<file path="src/rtl/mux_rr_sel_arbiter.sv">
// Purpose: round-robin arbiter producing the 2-bit select (and one-hot grant) for a 4:1 data mux.
// Latency: 1 cycle from req to registered gnt/sel/valid; hand-off between grants has no idle bubble.
// Backpressure: none; req is level-sensitive and a grant is forcibly released after HOLD_MAX cycles.
module mux_rr_sel_arbiter #(
    parameter int HOLD_MAX = 8
) (
    input  logic       clk,
    input  logic       rst,
    input  logic [3:0] req,
    output logic [1:0] sel,
    output logic [3:0] gnt,
    output logic       valid
);

    typedef enum logic {
        IDLE  = 1'b0,
        GRANT = 1'b1
    } state_t;

    state_t     state;
    logic [1:0] ptr;
    logic [7:0] hcnt;

    logic [2:0] pick_idle;
    logic [2:0] pick_rel;
    logic [1:0] rel_start;
    logic       release_now;

    // Cyclic first-set search starting at 'start'; returns {found, index}.
    // Walking the offsets from far to near lets the nearest set bit win.
    function automatic logic [2:0] rr_pick(input logic [3:0] r, input logic [1:0] start);
        logic [2:0] res;
        logic [1:0] idx;
        res = 3'b000;
        for (int k = 3; k >= 0; k--) begin
            idx = start + 2'(k);
            if (r[idx]) begin
                res = {1'b1, idx};
            end
        end
        return res;
    endfunction

    // Candidate winners for both arbitration cases and the release decision for the current holder.
    // When a grant is active sel always names the holder, so it doubles as g.
    always_comb begin
        rel_start   = sel + 2'd1;
        pick_idle   = rr_pick(req, ptr);
        pick_rel    = rr_pick(req, rel_start);
        release_now = !req[sel] || (hcnt == 8'(HOLD_MAX - 1));
    end

    // Arbiter FSM with registered outputs; reset overrides everything, including an active grant.
    always_ff @(posedge clk) begin
        if (rst) begin
            state <= IDLE;
            ptr   <= 2'd0;
            hcnt  <= 8'd0;
            sel   <= 2'd0;
            gnt   <= 4'b0000;
            valid <= 1'b0;
        end else begin
            case (state)
                IDLE: begin
                    if (pick_idle[2]) begin
                        gnt   <= 4'b0001 << pick_idle[1:0];
                        sel   <= pick_idle[1:0];
                        valid <= 1'b1;
                        hcnt  <= 8'd0;
                        state <= GRANT;
                    end
                end
                GRANT: begin
                    if (release_now) begin
                        // Released channel drops to lowest priority; the search wraps back to it last.
                        ptr <= rel_start;
                        if (pick_rel[2]) begin
                            gnt  <= 4'b0001 << pick_rel[1:0];
                            sel  <= pick_rel[1:0];
                            hcnt <= 8'd0;
                        end else begin
                            gnt   <= 4'b0000;
                            valid <= 1'b0;
                            state <= IDLE;
                        end
                    end else begin
                        hcnt <= hcnt + 8'd1;
                    end
                end
                default: begin
                    state <= IDLE;
                    gnt   <= 4'b0000;
                    valid <= 1'b0;
                end
            endcase
        end
    end

endmodule

</file>
<file path="config.mk">
export PLATFORM = sky130hd
export DESIGN_NAME = mux_rr_sel_arbiter
export DESIGN_NICKNAME = d
export VERILOG_FILES = /design/src/rtl/mux_rr_sel_arbiter.sv
export SDC_FILE = /design/constraint.sdc
export NUM_CORES = 1
export LEC_CHECK = 0
export ABC_CLOCK_PERIOD_IN_PS = 2200
export BUFFER_PORTS_ARGS = -buffer_cell sky130_fd_sc_hd__buf_2
export CAP_MARGIN = 20
export CORE_MARGIN = 8
export CORE_UTILIZATION = 50
export DETAILED_ROUTE_END_ITERATION = 12
export GPL_TIMING_DRIVEN = 0
export PLACE_DENSITY = 0.85
export SETUP_SLACK_MARGIN = 0.1
export SLEW_MARGIN = 40
export SYNTH_ARGS = -nofsm -noshare
export SYNTH_HDL_FRONTEND = slang
export SYNTH_SLANG_ARGS = --single-unit
</file>
<file path="constraint.sdc">
create_clock -name clk -period 2.2 [get_ports clk]
set_clock_uncertainty 0.1 [all_clocks]
set_input_delay 0.22 -clock clk [delete_from_list [all_inputs] [get_ports clk]]
set_output_delay 0.22 -clock clk [all_outputs]
set_load 0.03 [all_outputs]
</file>
==> key figures <==
Route
  • Total number of vias: 1021
  • DRC: 0
  • Avg WL per Cell: 13.9 um
  • Via density per instance: 6.01
  • DRT Pass-1 Iters: 4
  • DRT iter0 DRCs: 45
  • Total Wirelength: 2360 um
  • Detail Route Antenna Nets: 0

Timing
  • Slew headroom: 0.587
  • Slew @ Worst Pin: 0.615 ns
  • Final hold violations: 0
  • Unrepaired setup endpoints after global routing: no
  • Final period utilization: 0.909
  • Setup TNS: 0 ns
  • Count of final max-slew check failures: 0
  • Setup violators final: 0
  • Max Freq: 0.500 GHz
  • Minimum clock period: 2.00 ns

Setup path
  • CP endpoint kind: register
  • Worst EP arrival: 2.06 ns
  • Setup CP Type: reg -> reg
  • Worst reg-to-reg path cell count: 8
  • Reg2reg end: hcnt[2]
  • Cell mode on critical path: buf_4
  • R2R setup slack: 0.20 ns
  • CP peak stage delay: 0.48 ns
  • Critical path required time: 2.26 ns
  • Worst R2R Start: hcnt[1]
  • Slowest-stage cell, CP: or4b_4
  • Crit-path cells: ha_4 > or4b_4 > o211ai_4 > buf_4 > buf_4 > nor3b_1 > a21oi_1 > nor2_1
  • CP startpoint kind: register
  • Worst Path Buf+Inv: 2
  • CP top delay family: simple AND/OR/NAND/NOR gates
  • Crit-path max FO: 5

Logic synthesis
  • Synthesized Nets: 131
  • Post-synth ARST share: 0
  • Post-Syn Instances: 124
  • Yosys cell types: 43
  • FF+latch count, synth: 18
  • Ys Warns: 0
  • Seq/Total Area, Yosys: 0.346
  • Synthesized cell area: 1040 um^2
  • Post-synth EDFFs: 0
  • Average size of a mapped cell: 8.41 um^2
  • Top FF cell, synth: dfxtp_1

Floorplan
  • Die area: 3800 um^2
  • Die Span X: 61.7 um
  • Num rows: 16
  • Core area: 1960 um^2
  • Initial Utilization: 0.531
  • IO Pins: 13
  • Die extent in y: 61.7 um

Power and ir drop
  • Internal: 509 uW
  • Leakage power: 0.000491 uW
  • Clock share of power: 0.204
  • Net Switching: 256 uW
  • Switching share of power: 0.335
  • Power share of the combinational group: 0.315
  • Worst VDD drop: 352 uV
  • Sequential share of power: 0.481
  • Power Density: 632 nW/um^2

Global route
  • First-pass GRT wire length: 3970 um
  • Vias in the first global route: 950
  • Largest net degree at the start of global routing: 11
  • Total gr overflow: 0
  • Initial antenna violation count: 0
  • Overall routing resource usage: 0.135

Clocking
  • Clock slew at the register clock pins of the worst setup and hold paths: 0.09 ns
  • H-tree levels: 1
  • Hold-fix buffers, CTS: 0
  • Skew-Pair Late Insertion Delay: 0.29 ns
  • Max Root-Sink Buffers: 2
  • Root Buffer: clkbuf_4
  • CTS tree: built
  • CTS buffer count: 3
  • # clock sinks: 18

Run status
  • Outcome: completed

Final layout
  • Syn-to-layout area delta: 16.2%
  • Final nets: 152
  • Number of antenna diodes: 0
  • Util after Layout: 0.617
  • Fraction of layout cells with a size suffix above 1: 0.238

Min path
  • Hold/Removal Path Class: in -> reg
  • Worst Hold End: ptr[1]
  • Hold Startpoint: rst
  • Worst Hold Depth: 2

Placed design
  • GPL Wtd Cong: 0.898
  • PortBufs: 11
  • Detailed-placement wirelength estimate: 1710 um

Job
  • Max-cap violations: 0
[worst max path at each step]
stage | startpoint | slack [ns] | to | cells after the start
after global routing | hcnt[1] | 0.09 | gnt[3] | 6
after global placement | hcnt[0] | 0.06 | sel[1] | 5
after CTS | hcnt[0] | 0.14 | sel[1] | 5
final | hcnt[1] | 0.20 | hcnt[2] | 8
after detailed placement | hcnt[0] | 0.001 | sel[1] | 5
after floorplan | sel[1] | 0.15 | sel[1] | 5
[worst register-to-register path, delay by kind of cell, from the launching register on]
| family | cells | cell delay, ns |
|---|---|---|
| and+or+nand+nor | 3 | 0.59 |
| AOI/OAI and AO/OA | 2 | 0.40 |
| DFF | 1 | 0.38 |
| buffers and inverters | 2 | 0.26 |
| adders and majority gates | 1 | 0.15 |
[logic make-up after synthesis]
group	share of synthesized area
muxes	0.0408
buffers and inverters	0.0372
xor gates and xnor gates	0.0336
and+or+nand+nor	0.291
adders and majority gates	0.0120
AOI/OAI and AO/OA	0.240
DFF	0.346
[routing by layer]
layer  share of wire  wire [um]  vias to the layer above  global-route usage
met3           0.073        173                        8              0.0480
met1            0.39        911                      479               0.148
met2            0.52       1240                       36               0.222
li1                -          -                      498                   -
met5               0          0                        -                   0
met4           0.017         41                        0              0.0714
[placed cells by master (no fill, tap or decap), drive strengths merged, types with 2 or more instances in the layout]
cell / count
nand3b: 2
o21ai: 9
mux2i: 2
nor2b: 4
nor2: 11
buf: 18
nand4: 3
nand2b: 7
a21oi: 8
clkbuf: 6
inv: 4
nand3: 4
nand2: 7
dfxtp: 18
or3: 4
a31oi: 5
nor3: 6
a21boi: 2
xor2: 4
and3: 2
[registers in the layout (all words and copies together), names as in the netlist]
| register | cells |
|---|---|
| gnt | 4 |
| hcnt | 8 |
| ptr | 2 |
| sel | 2 |
| state | 1 |
| valid | 1 |
[timing repair]
action,4_1_cts,5_1_grt
pin swaps,1,1
buffers inserted,2,3
gates resized for setup,3,3
setup endpoints to repair,9,7
[cell type report]
type                       instances  area (um^2)
inverter                           4         15.0
buffer                             5         23.8
multi-input combinational         97          656
clock buffer                       3         22.5
timing repair buffer              16         92.6
tap                               27         33.8
sequential                        18          368
fill                             171          751
[power by group through the flow]
stage	clock, uW	sequential, uW	combinational (uW)
after floorplan	0	408	137
after global placement	0	375	218
after detailed placement	0	377	225
after CTS	160	370	232
after global routing	185	372	264
final	156	368	241
[Yosys cell counts, types with 2 or more instances]
library cell	instances	area [um^2]
or3_2	2	15.0
o21ai_1	3	15.0
nor2_1	11	41.3
inv_1	4	15.0
nand3_1	4	20.0
or3_1	2	12.5
nor3_1	5	25.0
dfxtp_1	18	360
a21oi_1	8	40.0
nand2b_1	7	43.8
nand2_1	7	26.3
a31oi_1	5	31.3
nand4_1	3	18.8
xor2_1	4	35.0
clkbuf_1	3	11.3
mux2i_1	2	20.0
nand3b_1	2	15.0
o21ai_0	6	30.0
nor2b_1	4	25.0
[metrics by stage]
stage | worst slack, ns | area [um^2] | instances | total power, uW | hold WS (ns)
4_1_cts | 0.140 | 1170 | 167 | 762 | 0.0647
2_1_floorplan | 0.148 | 1040 | 124 | 545 | 0.199
5_1_grt | 0.0868 | 1210 | 170 | 821 | 0.0458
6_report | 0.200 | 1210 | 170 | 765 | 0.0734
3_3_place_gp | 0.0624 | 1130 | 162 | 593 | 0.356
3_5_place_dp | 0.00104 | 1130 | 162 | 602 | 0.369
Power figures use the tool's default switching activity.
